==> config.mk <==
export PLATFORM = sky130hd
export DESIGN_NAME = cry_rgb_conv_flat
export DESIGN_NICKNAME = d
export VERILOG_FILES = /design/src/rtl/cry_pkg.sv /design/src/rtl/cry_rgb_conv_if.sv /design/src/rtl/cry_mul8.sv /design/src/rtl/cry_rgb_conv.sv /design/src/flat_wrapper.sv
export SDC_FILE = /design/constraint.sdc
export NUM_CORES = 1
export LEC_CHECK = 0
export CAP_MARGIN = 20
export CORE_UTILIZATION = 35
export DETAILED_ROUTE_END_ITERATION = 10
export HOLD_SLACK_MARGIN = 0.12
export PLACE_DENSITY = 0.57
export SLEW_MARGIN = 30
export SYNTH_ARGS = -nofsm -noshare
export SYNTH_HDL_FRONTEND = slang
export SYNTH_SLANG_ARGS = --single-unit
==> constraint.sdc <==
create_clock -name sys_clk -period 3.55 [get_ports sys_clk]
set_clock_uncertainty 0.2 [all_clocks]
set_input_delay 0.5325 -clock sys_clk [delete_from_list [all_inputs] [get_ports sys_clk]]
set_output_delay 0.5325 -clock sys_clk [all_outputs]
set_load 0.02 [all_outputs]
==> src/rtl/cry_pkg.sv <==
// Shared definitions for the CRY-to-RGB pixel converter: FSM encoding,
// datapath widths, bus field offsets and the product scaling helper.
package cry_pkg;

    localparam int unsigned CH_W   = 8;   // one colour channel / intensity
    localparam int unsigned ITER_N = 8;   // shift-add steps per multiply
    localparam int unsigned CNT_W  = 3;   // holds 0..ITER_N-1
    localparam int unsigned ACC_W  = 16;  // full 8x8 product
    localparam int unsigned ADDR_W = 8;   // CRY colour ROM address
    localparam int unsigned CRY_W  = 16;
    localparam int unsigned RGB_W  = 24;

    // CRY pixel fields: intensity low byte, cyan/red nibbles form the ROM address
    localparam int unsigned CRY_Y_LSB    = 0;
    localparam int unsigned CRY_ADDR_LSB = 8;

    // RGB output fields
    localparam int unsigned RGB_B_LSB = 0;
    localparam int unsigned RGB_G_LSB = 8;
    localparam int unsigned RGB_R_LSB = 16;

    // Rounding bias; largest product 0xFE01 plus bias still fits in ACC_W
    localparam logic [ACC_W-1:0] ROUND_BIAS = ACC_W'(128);

    typedef enum logic [2:0] {
        ST_IDLE,
        ST_REQ,
        ST_WAIT,
        ST_MUL,
        ST_DONE
    } state_e;

    // Scale a base*Y product back to channel range, optionally rounded
    function automatic logic [CH_W-1:0] scale_prod(input logic [ACC_W-1:0] prod,
                                                   input logic             rnd);
        logic [ACC_W-1:0] biased;
        biased = rnd ? (prod + ROUND_BIAS) : prod;
        return CH_W'(biased >> CH_W);
    endfunction

endpackage

==> src/rtl/cry_rgb_conv_if.sv <==
// Pixel-in / ROM / pixel-out bundle of the CRY-to-RGB converter.
interface cry_rgb_conv_if;
    import cry_pkg::*;

    logic              in_valid;
    logic              in_ready;
    logic [CRY_W-1:0]  cry;
    logic [ADDR_W-1:0] rom_a;
    logic              rom_clk;
    logic [CH_W-1:0]   rom_r;
    logic [CH_W-1:0]   rom_g;
    logic [CH_W-1:0]   rom_b;
    logic              out_valid;
    logic              out_ready;
    logic [RGB_W-1:0]  rgb;

    modport slave (
        input  in_valid, cry, rom_r, rom_g, rom_b, out_ready,
        output in_ready, rom_a, rom_clk, out_valid, rgb
    );

    modport master (
        output in_valid, cry, rom_r, rom_g, rom_b, out_ready,
        input  in_ready, rom_a, rom_clk, out_valid, rgb
    );

endinterface

==> src/rtl/cry_mul8.sv <==
// One colour channel: serial 8x8 shift-add multiply, LSB of multiplier first.
// scaled_c_o reflects the accumulator value being written this cycle, so the
// final scaled product is available combinationally during the last step.
module cry_mul8
    import cry_pkg::*;
#(
    parameter bit ROUND = 1'b0
) (
    input  logic            clk,
    input  logic            rst_n,
    input  logic            load_i,
    input  logic            step_i,
    input  logic [CH_W-1:0] base_i,
    input  logic [CH_W-1:0] mult_i,
    output logic [CH_W-1:0] scaled_c_o
);

    logic [ACC_W-1:0] mcand_q, mcand_d;
    logic [CH_W-1:0]  mplier_q, mplier_d;
    logic [ACC_W-1:0] acc_q, acc_d;

    // Load operands or perform one add-and-shift step
    always_comb begin
        mcand_d  = mcand_q;
        mplier_d = mplier_q;
        acc_d    = acc_q;
        if (load_i) begin
            mcand_d  = ACC_W'(base_i);
            mplier_d = mult_i;
            acc_d    = '0;
        end else if (step_i) begin
            if (mplier_q[0]) begin
                acc_d = acc_q + mcand_q;
            end
            mcand_d  = mcand_q << 1;
            mplier_d = mplier_q >> 1;
        end
    end

    // Operand and accumulator registers
    always_ff @(posedge clk or negedge rst_n) begin
        if (!rst_n) begin
            mcand_q  <= '0;
            mplier_q <= '0;
            acc_q    <= '0;
        end else begin
            mcand_q  <= mcand_d;
            mplier_q <= mplier_d;
            acc_q    <= acc_d;
        end
    end

    assign scaled_c_o = scale_prod(acc_d, ROUND);

endmodule

==> src/rtl/cry_rgb_conv.sv <==
// CRY-to-RGB pixel converter: fetches the base colour for a CRY pixel from
// three external ROMs, scales each channel by the pixel intensity with a
// serial multiplier, and presents the RGB result on a valid/ready output.
module cry_rgb_conv
    import cry_pkg::*;
#(
    parameter bit ROUND = 1'b0
) (
    input  logic           sys_clk,
    input  logic           resetl,
    cry_rgb_conv_if.slave  bus
);

    state_e            state_q, state_d;
    logic [CH_W-1:0]   y_q, y_d;
    logic [ADDR_W-1:0] rom_a_q, rom_a_d;
    logic              rom_clk_q, rom_clk_d;
    logic [CNT_W-1:0]  cnt_q, cnt_d;
    logic              out_valid_q, out_valid_d;
    logic [RGB_W-1:0]  rgb_q, rgb_d;
    logic              load_c;
    logic              step_c;
    logic [CH_W-1:0]   r_c, g_c, b_c;

    // Next-state, datapath control and output register updates
    always_comb begin
        state_d     = state_q;
        y_d         = y_q;
        rom_a_d     = rom_a_q;
        rom_clk_d   = 1'b0;
        cnt_d       = cnt_q;
        out_valid_d = out_valid_q;
        rgb_d       = rgb_q;
        load_c      = 1'b0;
        step_c      = 1'b0;
        unique case (state_q)
            ST_IDLE: begin
                if (bus.in_valid) begin
                    y_d       = bus.cry[CRY_Y_LSB +: CH_W];
                    rom_a_d   = bus.cry[CRY_ADDR_LSB +: ADDR_W];
                    rom_clk_d = 1'b1;
                    state_d   = ST_REQ;
                end
            end
            ST_REQ: begin
                state_d = ST_WAIT;
            end
            ST_WAIT: begin
                load_c  = 1'b1;
                cnt_d   = '0;
                state_d = ST_MUL;
            end
            ST_MUL: begin
                step_c = 1'b1;
                cnt_d  = cnt_q + CNT_W'(1);
                if (cnt_q == CNT_W'(ITER_N - 1)) begin
                    rgb_d[RGB_R_LSB +: CH_W] = r_c;
                    rgb_d[RGB_G_LSB +: CH_W] = g_c;
                    rgb_d[RGB_B_LSB +: CH_W] = b_c;
                    out_valid_d              = 1'b1;
                    state_d                  = ST_DONE;
                end
            end
            ST_DONE: begin
                if (bus.out_ready) begin
                    out_valid_d = 1'b0;
                    state_d     = ST_IDLE;
                end
            end
            default: begin
                state_d = ST_IDLE;
            end
        endcase
    end

    // State and output registers
    always_ff @(posedge sys_clk or negedge resetl) begin
        if (!resetl) begin
            state_q     <= ST_IDLE;
            y_q         <= '0;
            rom_a_q     <= '0;
            rom_clk_q   <= 1'b0;
            cnt_q       <= '0;
            out_valid_q <= 1'b0;
            rgb_q       <= '0;
        end else begin
            state_q     <= state_d;
            y_q         <= y_d;
            rom_a_q     <= rom_a_d;
            rom_clk_q   <= rom_clk_d;
            cnt_q       <= cnt_d;
            out_valid_q <= out_valid_d;
            rgb_q       <= rgb_d;
        end
    end

    cry_mul8 #(.ROUND(ROUND)) u_mul_r (
        .clk        (sys_clk),
        .rst_n      (resetl),
        .load_i     (load_c),
        .step_i     (step_c),
        .base_i     (bus.rom_r),
        .mult_i     (y_q),
        .scaled_c_o (r_c)
    );

    cry_mul8 #(.ROUND(ROUND)) u_mul_g (
        .clk        (sys_clk),
        .rst_n      (resetl),
        .load_i     (load_c),
        .step_i     (step_c),
        .base_i     (bus.rom_g),
        .mult_i     (y_q),
        .scaled_c_o (g_c)
    );

    cry_mul8 #(.ROUND(ROUND)) u_mul_b (
        .clk        (sys_clk),
        .rst_n      (resetl),
        .load_i     (load_c),
        .step_i     (step_c),
        .base_i     (bus.rom_b),
        .mult_i     (y_q),
        .scaled_c_o (b_c)
    );

    assign bus.in_ready  = (state_q == ST_IDLE);
    assign bus.rom_a     = rom_a_q;
    assign bus.rom_clk   = rom_clk_q;
    assign bus.out_valid = out_valid_q;
    assign bus.rgb       = rgb_q;

endmodule
==> src/flat_wrapper.sv <==
// flat-port wrapper written by rule: the top's interface ports become plain ports
module cry_rgb_conv_flat import cry_pkg::*;
#(
    parameter bit ROUND = 1'b0
)
  (sys_clk, resetl, bus_in_valid, bus_cry, bus_rom_r, bus_rom_g, bus_rom_b, bus_out_ready, bus_in_ready, bus_rom_a, bus_rom_clk, bus_out_valid, bus_rgb);
  cry_rgb_conv_if bus_i ();
  input  logic sys_clk;
  input  logic resetl;
  input wire logic [$bits(bus_i.in_valid)-1:0] bus_in_valid;
  input wire logic [$bits(bus_i.cry)-1:0] bus_cry;
  input wire logic [$bits(bus_i.rom_r)-1:0] bus_rom_r;
  input wire logic [$bits(bus_i.rom_g)-1:0] bus_rom_g;
  input wire logic [$bits(bus_i.rom_b)-1:0] bus_rom_b;
  input wire logic [$bits(bus_i.out_ready)-1:0] bus_out_ready;
  output wire logic [$bits(bus_i.in_ready)-1:0] bus_in_ready;
  output wire logic [$bits(bus_i.rom_a)-1:0] bus_rom_a;
  output wire logic [$bits(bus_i.rom_clk)-1:0] bus_rom_clk;
  output wire logic [$bits(bus_i.out_valid)-1:0] bus_out_valid;
  output wire logic [$bits(bus_i.rgb)-1:0] bus_rgb;
  assign bus_i.in_valid = bus_in_valid;
  assign bus_i.cry = bus_cry;
  assign bus_i.rom_r = bus_rom_r;
  assign bus_i.rom_g = bus_rom_g;
  assign bus_i.rom_b = bus_rom_b;
  assign bus_i.out_ready = bus_out_ready;
  assign bus_in_ready = bus_i.in_ready;
  assign bus_rom_a = bus_i.rom_a;
  assign bus_rom_clk = bus_i.rom_clk;
  assign bus_out_valid = bus_i.out_valid;
  assign bus_rgb = bus_i.rgb;
  cry_rgb_conv #(.ROUND(ROUND)) u_core (.sys_clk(sys_clk), .resetl(resetl), .bus(bus_i));
endmodule
# Yosys cells after proc, flatten, opt, wreduce, memory -nomap -nowiden
# Index checks and enable logic that the tools add are counted.
[totals]
regBits = 168
input_bits = 44
output_inout_bits = 35
wordCells = 78
[op_classes]
n_addsub = 4
eq_ne = 8
n_mux = 33
reduce_logical = 14
[ops]
columns = ["cell", "count"]
rows = [
  ["16-bit two-way mux", 15],
  ["16-bit adder", 3],
  ["8-bit two-way mux", 6],
  ["3-bit one-hot mux with 5 select lines", 1],
  ["2-bit nonzero test", 6],
  ["2-bit AND reduction", 5],
  ["3-bit two-way mux", 3],
  ["3-bit by 2-bit equality test with 1-bit output, second input constant", 2],
  ["3-bit equality test, second input constant", 2],
  ["1-bit two-way mux", 6],
  ["3-bit one-hot mux with 2 select lines", 1],
  ["3-bit AND reduction", 2],
  ["2-bit != test, second input constant", 2],
  ["3-bit by 1-bit adder with 3-bit output, second input constant", 1],
  ["3-bit by 1-bit equality test with 1-bit output, second input constant", 1],
  ["3-bit zero test", 1],
  ["2-bit by 1-bit != test with 1-bit output, second input constant", 1],
  ["1-bit one-hot mux with 2 select lines", 1],
]

# Depth between registers and ports, before layout
# Gate-level depths: netlist (run 1).
[logic_depth]
word_depth = 4
depth_mapped = 10
depth_no_buf = 10

# Cells and area by module
# A second synthesis (run 1) with hierarchy kept.
[unflattened]
cells_unflattened = 893
area_unflattened_um2 = 9395.3
[modules_own_cells]
columns = ["module", "n_inst", "cells_per_inst", "area_per_inst_um2", "seq_area_each_um2"]
rows = [
  ["cry_mul8 (u_core.u_mul_g ...)", 2, 252, 2437.3, 1001.0],
  ["cry_mul8 (u_core.u_mul_b)", 1, 268, 2560.0, 1001.0],
  ["cry_rgb_conv", 1, 121, 1960.6, 1201.2],
]

# Worst setup path after synthesis (run 1)
# OpenSTA, ideal clock, no wires.
[synth_path]
path_kind = "reg2reg"
from = "reg u_core.u_mul_b.mcand_q[0]"
to = "reg u_core.rgb_q[2], in the netlist u_core.bus.rgb[2]"
setup_time_ns = 0.125
t_arrival_ns = 2.384
required_time_ns = 3.225
path_slack_ns = 0.841
stages_incl_launch_ff = 11
n_path_buf = 0
synth_period_minus_slack_ns = 2.709
path_cell_list = "dfrtp_1 -> ha_1 -> inv_1 -> fa_1 -> nor2b_4 -> o21ai_2 -> a211oi_1 -> or3_4 -> a311o_1 -> a32o_2 -> mux2_4"
[synth_via]
elab_chain_cells = 4
[synth_lines]
columns = ["element", "line", "source"]
rows = [
  ["start: declaration", "cry_mul8.sv:18", "logic [ACC_W-1:0] mcand_q, mcand_d;"],
  ["start signal: assignment", "cry_mul8.sv:47", "mcand_q <= mcand_d;"],
  ["16-bit adder", "cry_mul8.sv:33", "acc_d = acc_q + mcand_q;"],
  ["16-bit two-way mux", "cry_mul8.sv:32", "if (mplier_q[0]) begin"],
  ["16-bit two-way mux", "cry_mul8.sv:31", "end else if (step_i) begin"],
  ["16-bit two-way mux", "cry_mul8.sv:27", "if (load_i) begin"],
  ["named net u_core.b_c[2]", "cry_rgb_conv.sv:23", "logic [CH_W-1:0] r_c, g_c, b_c;"],
  ["end signal: assignment", "cry_rgb_conv.sv:93", "rgb_q <= rgb_d;"],
  ["end: declaration", "cry_rgb_conv.sv:20", "logic [RGB_W-1:0] rgb_q, rgb_d;"],
]
# The timed path passes the listed nets, and every way through them passes these cells. The select of a mux whose other input is x is not followed.
# A chain may end at the register's enable or synchronous reset.

# Worst setup path after layout (run 1)
[layout_path]
from = "reg u_core.u_mul_r.mcand_q[0]"
to = "reg u_core.rgb_q[20], in the netlist u_core.bus.rgb[20]"
[layout_via]
elab_chain_cells = 4
[layout_lines]
columns = ["element", "line"]
rows = [
  ["start: declaration", "cry_mul8.sv:18"],
  ["start signal: assignment", "cry_mul8.sv:47"],
  ["16-bit adder", "cry_mul8.sv:33"],
  ["16-bit two-way mux", "cry_mul8.sv:32"],
  ["16-bit two-way mux", "cry_mul8.sv:31"],
  ["16-bit two-way mux", "cry_mul8.sv:27"],
  ["named net u_core.r_c[4]", "cry_rgb_conv.sv:23"],
]
# The timed path passes the listed nets, and every way through them passes these cells. The select of a mux whose other input is x is not followed.

==> impl_metrics.ini, run 1 <==
[placement]
io_buffer_count = 78
gp_congestion = 0.822
hpwl_um = 13300
dpl.cell_count = 1235

[global_route]
grt_pass1_vias = 6387
grt_pass1_wl_um = 32800
antenna_found_initial = 0
grt.total_usage_pct = 17.3
grt_start_max_net_pins = 72
grt_overflow_total = 0

[yosys]
synth_cell_type_count = 54
synth_area_leaders = dfrtp_1, nand2_1, ha_1
synth_seq_cells = 152
yosysMostFrequentCell = nand2_1
ys_seq_area_share_pct = 46.1
synth_edf_count = 0
syn_inst = 874
syn-num-nets = 968
ys_top_cells_by_count = nand2_1, dfrtp_1, o21ai_0
async_flop_share_pct = 100
synth.top_cell.area_share_pct = 46.1
avgSynthCellArea_um2 = 9.44
syn_area_um2 = 8250
synth_ff_type = dfrtp_1
yosys.area.top_type = dfrtp_1
ys_warn_count = 0

[timing]
relSlewSlack_pct = 46.9
setup_viol = 0
max_freq_mhz = 333
final.period_utilization_pct = 84.6
report.final.slew_viol_count = 0
worstMarginPinSlew_ns = 0.796
min_period_ns = 3.00
fin_tns_setup_ns = 0
grt_setup_unrepaired = false
finalHoldViolations = 0

[setup_path]
crit_path_top_delay_cell = a211oi_1
cp_cell_sequence = ha_1 -> inv_1 -> fa_1 -> nand2b_1 -> a211oi_1 -> o2111ai_1 -> a21boi_0 -> o21ai_0 -> a32o_1 -> mux2_2
cp_max_fo = 4
worstPathArrival_ns = 3.13
required_ns = 3.67
startpoint_type = flip-flop
cp_slowest_stage_delay_ns = 0.45
critPathKind = flip-flop to flip-flop
cp-end-kind = flip-flop

[die]
die_x_um = 156
die-area_um2 = 24200
io_pins = 79
die_y_um = 156
initial_utilization_pct = 36.1
rows = 55
coreArea_um2 = 22800

[clocking]
clock-root-buffer = clkbuf_16
htree_levels = 4
clock_sinks = 152
path_clk_slew_ns = 0.07
cts_tree = built
worstSkewPairLatency_ns = 0.43
cts_made_buffers = 17
ctsLongestPathBuffers = 2

[power]
power.internal_uw = 5130
power_frac_clock_pct = 22.0
swShare_pct = 40.5
powerDensity_nw_per_um2 = 858
combPwrFrac_pct = 44.6
irDropWorstVdd_v = 0.000504
p_seq_share_pct = 33.4
switching_power_uw = 3480
total_leakage_power_uw = 0.00472

[worst_hold_path]
hold_path_class = flip-flop to flip-flop

[drt]
via_per_inst = 5.07
drt_iter0_markers = 302
wl_per_cell_um = 15.3
first_pass_iters = 4
ant_nets = 0
post-route-drc-count = 0
num_vias = 6425
wl_um = 19400

[run]
cap_violations = 0

[finish]
diodes = 0
multi_input_area_um2 = 4210
synthToLayoutAreaGrowth_pct = 21.5
finalNonFillerCells = 1268
drive_gt1_share_pct = 9.42
regArea_um2 = 3800
fin_nets = 1036
n_fill_cell = 2271

[run_status]
status = finished, final reports clean
==> metal layers <==
metal,global-route usage [%],routed length [um],vias to the layer above
li1,-,-,3224
met1,22.4,9200,3104
met2,29.3,9330,79
met3,2.78,642,18
met4,5.98,263,0
met5,0,0,-
==> layout make-up <==
cell class | count | share of cell area, %
multi-input combinational | 656 | 42.0
sequential | 152 | 37.9
timing repair buffer | 95 | 9.34
clock buffer | 18 | 4.38
tap | 313 | 3.90
clock inverter | 14 | 1.72
inverter | 20 | 0.749
==> worst max-delay path, delay by kind of cell (launching register included) <==
| kind | cells | cell delay [ns] |
|---|---|---|
| compound gates | 5 | 1.22 |
| buf+inv | 1 | 0.06 |
| simple gates | 1 | 0.21 |
| flops | 1 | 0.37 |
| fa+ha+maj | 2 | 0.58 |
| mux | 1 | 0.26 |
==> state kept, by name, summed over array words and instances, names as in the netlist <==
register	cells
u_core.bus.out_valid	1
u_core.bus.rgb	24
u_core.bus.rom_a	8
u_core.bus.rom_clk	1
u_core.cnt_q	3
u_core.state_q	3
u_core.u_mul_b.acc_q	16
u_core.u_mul_b.mcand_q	16
u_core.u_mul_b.mplier_q	7
u_core.u_mul_g.acc_q	16
u_core.u_mul_g.mcand_q	16
u_core.u_mul_r.acc_q	16
u_core.u_mul_r.mcand_q	16
u_core.u_mul_r.mplier_q	1
u_core.y_q	8
==> path summary, 6_finish.rpt <==
path / start / to / slack (ns) / depth (start not counted)
worst max-delay path: u_core.u_mul_r.mcand_q[0] / u_core.bus.rgb[20] / 0.55 / 10
worst min-delay path: u_core.cnt_q[1] / u_core.cnt_q[1] / 0.28 / 2
worst max register to register: u_core.u_mul_r.mcand_q[0] / u_core.bus.rgb[20] / 0.55 / 10
worst min register to register: u_core.cnt_q[1] / u_core.cnt_q[1] / 0.28 / 2
max in group asynchronous: resetl / u_core.u_mul_b.mcand_q[15] / 2.03 / 3
min in group asynchronous: resetl / u_core.u_mul_r.acc_q[10] / 0.40 / 2
==> cells in the final DEF, fill, tap and decap left out, types with 13 or more instances in the layout <==
| cell | instances |
|---|---|
| nand2_1 | 163 |
| dfrtp_1 | 151 |
| o21ai_0 | 87 |
| clkdlybuf4s50_1 | 77 |
| nand3_1 | 50 |
| a21oi_1 | 48 |
| ha_1 | 47 |
| nor2_1 | 34 |
| mux2i_1 | 31 |
| mux2_2 | 28 |
| inv_1 | 20 |
| a21o_1 | 19 |
| clkbuf_16 | 17 |
| xor2_1 | 15 |
| xnor2_1 | 14 |
| buf_4 | 14 |
| nand2b_1 | 13 |
==> logic make-up after synthesis <==
family | after synthesis | share of synthesized area, %
AOI/OAI and AO/OA | 217 | 16.1
xor gates and xnor gates | 29 | 3.08
adders and majority gates | 50 | 7.85
buffers and inverters | 66 | 3.06
DFF | 152 | 46.1
muxes | 60 | 7.76
and+or+nand+nor | 300 | 16.1
==> repair_timing <==
action	in CTS	in global routing
resized for setup	0	0
hold endpoints to repair	48	0
hold buffers	1	0
setup buffers	0	0
==> power groups by stage <==
stage               Combinational, uW  Clock (uW)  Sequential (uW)
finish                           3840        1900             2870
CTS                              3870        1940             2880
detailed placement               3860           0             2910
global placement                 3820           0             2900
global route                     4320        2010             2970
floorplan                        2600           0             2930
==> through the flow <==
| stage | util (%) | area (um2) | hold slack [ns] | total power (uW) | setup slack (ns) |
|---|---|---|---|---|---|
| finish | 43.9 | 10000 | 0.276 | 8610 | 0.547 |
| global route | 43.9 | 10000 | 0.303 | 9310 | 0.286 |
| CTS | 43.9 | 10000 | 0.277 | 8700 | 0.496 |
| detailed placement | 41.2 | 9410 | 0.264 | 6770 | 0.585 |
| global placement | 41.2 | 9410 | 0.256 | 6720 | 0.634 |
| floorplan | - | 8250 | 0.0369 | 5530 | 0.841 |
Power figures use the tool's default switching activity.
==> run 2, diff against run 1 <==
PLACE_DENSITY = 0.59   (was 0.57)
clock period = 2.6 ns   (was 3.55 ns; I/O delays follow)
==> run 2 against run 1 <==
The run now ends with setup timing left. Routed wire length increased by 5.3%. Critical endpoint unchanged. Global-route usage rose by 0.60 points. Non-clock buffer count rose by 54. Critical path type unchanged. Register-to-register slack worse by 0.59 ns.
==> impl_metrics.ini, run 2 (synthesis results as in run 1) <==
[drt]
wl_um = 20500
first_pass_iters = 5
post-route-drc-count = 0
ant_nets = 0
wl_per_cell_um = 15.5
num_vias = 6652
via_per_inst = 5.03
drt_iter0_markers = 345

[power]
switching_power_uw = 5040
swShare_pct = 40.6
irDropWorstVdd_v = 0.000571
p_seq_share_pct = 31.5
combPwrFrac_pct = 47.6
powerDensity_nw_per_um2 = 1160
total_leakage_power_uw = 0.00504
power.internal_uw = 7380
power_frac_clock_pct = 20.9

[setup_path]
required_ns = 2.72
critPathKind = flip-flop to flip-flop
cp-end-kind = flip-flop
cp_max_fo = 3
worstPathArrival_ns = 2.77
startpoint_type = flip-flop
reg2reg_depth = 11

[run]
cap_violations = 0

[timing]
finalHoldViolations = 0
final.period_utilization_pct = 102
setup_viol = 2
worstMarginPinSlew_ns = 0.646
whs_ns = 0.253
max_freq_mhz = 378
report.final.slew_viol_count = 0
grt_setup_unrepaired = true
relSlewSlack_pct = 56.9
fin_tns_setup_ns = -0.0676
setup_ws_ns = -0.0468
min_period_ns = 2.65

[finish]
final_cell_mix = nand2_1, dfrtp_1, o21ai_0
fin_nets = 1090
diodes = 0
finalNonFillerCells = 1322
post-route-util_pct = 46.7
largest_reg_flops = 24
synthToLayoutAreaGrowth_pct = 29.2
layout_commonest_cell = nand2_1
drive_gt1_share_pct = 17.9

[run_status]
status = finished, violations left
violations = setup timing

[global_route]
antenna_found_initial = 0
grt_start_max_net_pins = 71
grt_pass1_wl_um = 34000
grt.total_usage_pct = 17.9
grt_overflow_total = 0
grt_pass1_vias = 6842

[clocking]
cts_tree = built
htree_levels = 4
path_clk_slew_ns = 0.07
clock-root-buffer = clkbuf_16
worstSkewPairLatency_ns = 0.44
ctsLongestPathBuffers = 2
cts_made_buffers = 17
clock_sinks = 152

[worst_hold_path]
hold_path_class = primary input to asynchronous set/reset pin

[die]
io_pins = 79
initial_utilization_pct = 36.1
coreArea_um2 = 22800
die-area_um2 = 24200
die_x_um = 156
rows = 55
die_y_um = 156

[placement]
io_buffer_count = 78
place_ws_ns = -0.117
hpwl_um = 14100
dpl.cell_count = 1280
gp_congestion = 0.852
-- run 2: cell types whose count changed in the layout (fill, tap and decap cells not counted), moves of 6 or more --
cell     previous run  this run
ha_1               47        40
a21oi_1            48        41
buf_4              14        66
a21oi_2             0         6
o21ai_0            87        80
o21ai_1             0         6
-- run 2: layout make-up --
class	instances	area, um2
Fill cell	2187	12200
Sequential cell	152	3800
Clock inverter	13	160
Tap cell	313	392
Clock buffer	19	453
Timing Repair Buffer	149	1370
Multi-Input combinational cell	656	4410
Inverter	20	75.1
-- run 2: power groups by stage --
stage / Sequential [uW] / Clock, uW / Combinational [uW]
after global routing: 4040 / 2740 / 6590
after detailed placement: 3940 / 0 / 5700
after CTS: 3910 / 2650 / 5810
final: 3910 / 2590 / 5910
after floorplan: 4010 / 0 / 3560
after global placement: 3930 / 0 / 5620
-- run 2: metrics by stage --
stage | instance area (um2) | total power, uW
2_1_floorplan | 8270 | 7560
3_3_place_gp | 9790 | 9550
3_5_place_dp | 9790 | 9640
4_1_cts | 10500 | 12400
5_1_grt | 10700 | 13400
6_report | 10700 | 12400
-- run 2: worst max-delay path, stage by stage, from the launching register on --
cell	delay (ns)
dfrtp_1	0.38
ha_2	0.20
inv_2	0.06
fa_2	0.20
nand2b_4	0.14
a211oi_4	0.07
o2111ai_1	0.18
a21boi_1	0.11
buf_4	0.14
or3_1	0.31
a32o_2	0.28
mux2_2	0.25
-- run 2: routing by layer --
layer	track usage [%]	vias up	part of all wire, %	wire length, um
li1	-	3322	-	-
met1	22.7	3211	46	9430
met2	30.7	92	49	10100
met3	2.75	27	2.8	564
met4	6.58	0	2.0	400
met5	0	-	0	0
-- run 2: path summary, 6_finish.rpt --
check	from	endpoint	slack, ns
worst max-delay path	u_core.u_mul_r.mcand_q[0]	u_core.bus.rgb[20]	-0.05
worst min-delay path	resetl	u_core.bus.rgb[21]	0.25
worst max register to register	u_core.u_mul_r.mcand_q[0]	u_core.bus.rgb[20]	-0.05
worst min register to register	u_core.cnt_q[1]	u_core.cnt_q[1]	0.27
max in group asynchronous	resetl	u_core.u_mul_g.mcand_q[2]	1.32
min in group sys_clk	u_core.cnt_q[1]	u_core.cnt_q[1]	0.27
-- run 2: what timing repair did --
item / in CTS / in global routing
setup endpoints to repair: 7 / 18
hold buffers: 1 / 0
endpoints found under the hold margin: 118 / 0
buffers inserted: 5 / 5
gates resized for setup: 13 / 34
cloned: 0 / 0
pin swaps: 9 / 21
==> run 3, diff against run 2 <==
CTS_CLUSTER_SIZE = 8   (was default)
==> results of run 3 <==
No change in the layout: final DEF, timing and power equal those of run 2.
==> patch 1: new RTL, config.mk and constraints of run 2 <==
`ADDR_W`: 8 -> 7.
--- a/src/rtl/cry_pkg.sv
+++ b/src/rtl/cry_pkg.sv
@@ -8,3 +8,3 @@
     localparam int unsigned ACC_W  = 16;  // full 8x8 product
-    localparam int unsigned ADDR_W = 8;   // CRY colour ROM address
+    localparam int unsigned ADDR_W = 7;   // CRY colour ROM address
     localparam int unsigned CRY_W  = 16;
Ports: changed (resized bus_rom_a); port bits go from 79 to 78. The function was not compared with the original's and may differ.
==> patch 1 against run 2 <==
Final cell count increased by 0.15%; setup slack improved by 76 ps; synthesized area increased by 0.92%; non-clock buffer count decreased by 6; wire length decreased by 3.2%; sequential share of layout area decreased by 0.34 points; final area increased by 0.29%; maximum frequency increased by 3.0%; total power increased by 1.6%; sequential cell count decreased by 1; worst hold slack got worse by 20 ps.
==> patch 1: results <==
{
  "status": "complete, no violations",
  "p_leak_nw": 5.00,
  "synthesis.nets": 974,
  "placed_area_mm2": 0.00980,
  "synth.distinct_cells": 60,
  "ys_top_cells_by_area": "dfrtp_1, nand2_1, ha_1",
  "drtIter0Drc": 317,
  "cts_inserted_buffers": 17,
  "detail-route-antenna-nets": 0,
  "nFillCells": 2274,
  "nets": 1088,
  "pre_cts_slack_ps": -79.3,
  "gp_congestion": 0.822,
  "worstPathArrival_ps": 2670,
  "critPathTopFamily": "compound AO/OA/AOI/OAI gates",
  "num_vias": 6677,
  "cts_root_buffer": "clkbuf_16",
  "async_reset_ff_share_pct": 100,
  "dp_hpwl_um": 13700,
  "track_usage_pct": 17.1,
  "grt_pass1_vias": 6485,
  "htreeDepth": 4,
  "synth_common_cells": "nand2_1, dfrtp_1, o21ai_0",
  "ys_warn_count": 0,
  "switchingPower_mw": 5.10,
  "worst_pin_slew_ps": 735,
  "grt_pass1_wl_um": 33100,
  "port_buffers": 76,
  "cp_max_fo": 2,
  "irDropWorstVdd_mv": 0.491,
  "clockBufferDepth": 2,
  "ys_seq_area_share_pct": 45.4,
  "largest_reg_flops": 24,
  "drive_gt1_share_pct": 17.1,
  "slowest_stage": "fa_2",
  "dr.pass1.iters": 5,
  "worstSkewPairLatency_ps": 420,
  "wire_per_inst_um": 15.0,
  "grt_max_degree": 74,
  "antenna_cells": 0
}
-- patch 1: cell types whose count changed after synthesis, sizes merged, moves of 6 or more --
cell,change
a21oi,-10
and2,+6
buf,+10
clkbuf,-8
nand3,-12
o21ai,+10
xnor2,-6
xor2,+6
-- patch 1: logic make-up after synthesis --
family | synth area share [%]
fa+ha+maj | 7.78
xor+xnor | 3.05
mux | 7.26
flops | 45.4
simple gates | 16.5
compound gates | 16.9
buf+inv | 3.08
-- patch 1: final timing paths --
check                                             start                   to  slack [ps]  cells past startpoint
worst max-delay path            u_core.u_mul_g.acc_q[0]   u_core.bus.rgb[10]          30                     11
worst min-delay path                             resetl  u_core.bus.rom_a[1]         230                      2
worst max register to register  u_core.u_mul_g.acc_q[0]   u_core.bus.rgb[10]          30                     11
worst min register to register       u_core.bus.rgb[15]   u_core.bus.rgb[15]         270                      2
max in group asynchronous                        resetl    u_core.state_q[0]        1320                      3
min in group sys_clk                 u_core.bus.rgb[15]   u_core.bus.rgb[15]         270                      2
-- patch 1: what timing repair did --
action	CTS	global route
resized for setup	15	42
endpoints found under the setup margin	14	32
endpoints found under the hold margin	151	0
setup buffers	3	4
pin swaps	9	26
hold buffers	1	0
-- patch 1: through the flow --
stage | hold WS, ps | util (%) | instances | power, mW
floorplan | -106 | - | 880 | 7.73
global placement | 119 | 41.9 | 1286 | 9.68
detailed placement | 118 | 41.9 | 1286 | 9.82
CTS | 231 | 44.7 | 1320 | 12.4
global route | 260 | 45.7 | 1324 | 13.6
finish | 233 | 45.7 | 1324 | 12.6
-- patch 1: metal layers --
layer  track usage (%)  share of wire [%]  vias to the layer above
li1                  -                  -                     3354
met1              24.7                 50                     3201
met2              25.9                 45                      110
met3              3.68                3.9                       12
met4              4.44               0.94                        0
met5                 0                  0                        -
-- patch 1: layout make-up --
type | count | area (µm²) | area share, %
Tap cell | 319 | 399 | 3.73
Inverter | 15 | 56.3 | 0.527
Clock inverter | 8 | 124 | 1.16
Timing Repair Buffer | 143 | 1340 | 12.5
Clock buffer | 22 | 464 | 4.34
Multi-Input combinational cell | 666 | 4530 | 42.3
Sequential cell | 151 | 3780 | 35.3
-- patch 1: power by group through the flow --
stage	clock network, mW	registers [mW]	logic [mW]
after floorplan	0	3.99	3.74
after global placement	0	3.88	5.80
after detailed placement	0	3.91	5.91
after CTS	2.58	3.88	5.98
after global routing	2.67	4.01	6.94
final	2.52	3.88	6.22
==> patch 2: new RTL, config.mk and constraints of run 2 <==
Made on the original files. `y_q` and `rgb_q` no longer have a reset.
--- a/src/rtl/cry_rgb_conv.sv
+++ b/src/rtl/cry_rgb_conv.sv
@@ -79,3 +79,2 @@
             state_q     <= ST_IDLE;
-            y_q         <= '0;
             rom_a_q     <= '0;
@@ -84,6 +83,4 @@
             out_valid_q <= 1'b0;
-            rgb_q       <= '0;
         end else begin
             state_q     <= state_d;
-            y_q         <= y_d;
             rom_a_q     <= rom_a_d;
@@ -92,4 +89,8 @@
             out_valid_q <= out_valid_d;
-            rgb_q       <= rgb_d;
         end
+    end
+
+    always_ff @(posedge sys_clk) begin
+        y_q   <= y_d;
+        rgb_q <= rgb_d;
     end
Formal check against the unedited RTL: no difference found for any inputs over 10 cycles, from zero or initial values and one cycle with resetl low; that may be too few to reach the edited logic, so the function may still have changed.
==> patch 2 against run 2 <==
Total power is 3.2% lower; final area shrank 4.8%; final cell count shrank 11%; synthesized area fell by 5.3%; wire length is 13% lower; setup slack gained 50 ps; sequential cell count stayed put.
==> patch 2: results <==
{
  "status": "complete, no violations",
  "track_usage_pct": 16.4,
  "drive_gt1_share_pct": 17.5,
  "post_synth_fa_ha_maj_area_fraction_pct": 8.29,
  "placed_cells": 1139,
  "cpPeakStageDelay_ps": 350,
  "worstPathArrival_ps": 2570,
  "path_clk_slew_ps": 60,
  "synthesis.nets": 856,
  "gp_congestion": 0.836,
  "nets": 982,
  "worstSkewPairLatency_ps": 420,
  "synth.distinct_cells": 61,
  "power_frac_seq_pct": 32.6,
  "ys.flop_type": "dfrtp_1",
  "grt_pass1_wl_um": 29100,
  "ys_seq_area_share_pct": 50.7,
  "clock_sinks": 152,
  "num-nonclk-inverters": 21,
  "clock_buffers": 17,
  "p_leak_nw": 4.72,
  "syn_inst": 762,
  "async_reset_ff_share_pct": 78.9,
  "multi_input_area_mm2": 0.00387,
  "wl_um": 17800,
  "worst_pin_slew_ps": 602,
  "wire_per_inst_um": 15.1,
  "nFillCells": 2061,
  "clockNetworkAreaShare_pct": 5.92,
  "synthMuxAreaShare_pct": 4.87,
  "drtIter0Drc": 296,
  "nNonClkBuffers": 140,
  "dp_hpwl_um": 12100,
  "bufAreaShareNonClock_pct": 12.7,
  "hold_class": "reg2reg",
  "irDropWorstVdd_mv": 0.522,
  "grt_max_degree": 63,
  "num_vias": 5953,
  "port_buffers": 78,
  "antenna_cells": 0,
  "synth_edf_count": 32,
  "synth-compound-area-share_pct": 16.3,
  "cp_max_fo": 2,
  "grt_pass1_vias": 5870,
  "p_clk_mw": 2.55,
  "ys_top_cells_by_area": "dfrtp_1, edfxtp_1, ha_1",
  "seq_area_share_pct": 39.1,
  "multi_input_gates": 556,
  "synthXorXnorAreaFrac_pct": 2.91,
  "switchingPower_mw": 4.74,
  "synth_common_cells": "nand2_1, dfrtp_1, o21ai_0",
  "dr.pass1.iters": 4
}
==> patch 2: cell types whose count changed after synthesis, sizes merged, moves of 9 or more <==
cell    delta
dfrtp     -32
nor2      -15
nand2b     -9
clkbuf    -11
a21oi     -28
edfxtp    +32
nand2     -29
mux2      -21
==> patch 2: final timing paths <==
check,cells after the start,startpoint,slack [ps],endpoint
worst max-delay path,11,u_core.u_mul_r.acc_q[0],3,u_core.bus.rgb[16]
worst min-delay path,2,u_core.cnt_q[2],280,u_core.cnt_q[2]
worst max register to register,11,u_core.u_mul_r.acc_q[0],3,u_core.bus.rgb[16]
worst min register to register,2,u_core.cnt_q[2],280,u_core.cnt_q[2]
max in group asynchronous,3,resetl,1230,u_core.u_mul_b.acc_q[12]
min in group asynchronous,2,resetl,300,u_core.u_mul_g.mcand_q[5]
==> patch 2: per-layer routing <==
layer | part of all wire [%] | track usage, %
met5 | 0 | 0
met4 | 0.84 | 4.90
met3 | 3.1 | 3.16
met2 | 49 | 27.5
met1 | 47 | 21.3
==> patch 2: through the flow <==
step / utilization [%] / TNS (ps) / area, µm² / total power, mW / setup WS [ps]
global placement: 42.3 / -330 / 9260 / 9.13 / -78.7
detailed placement: 42.3 / -647 / 9260 / 9.23 / -129
floorplan: - / 0 / 7820 / 7.41 / 16.6
global route: 46.4 / -360 / 10200 / 12.9 / -109
CTS: 45.3 / 0 / 9920 / 11.9 / 5.57
finish: 46.4 / 0 / 10200 / 12.0 / 3.39
==> patch 2: repair_timing <==
action	4_1_cts	5_1_grt
setup endpoints to repair	10	33
endpoints found under the hold margin	36	0
setup buffers	1	8
pin swaps	5	22
hold buffers	1	0
resized for setup	15	39
==> patch 2: cells by family after synthesis <==
family,after synthesis
fa+ha+maj,50
xor+xnor,26
mux,37
simple gates,249
flops,152
compound gates,194
buf+inv,54
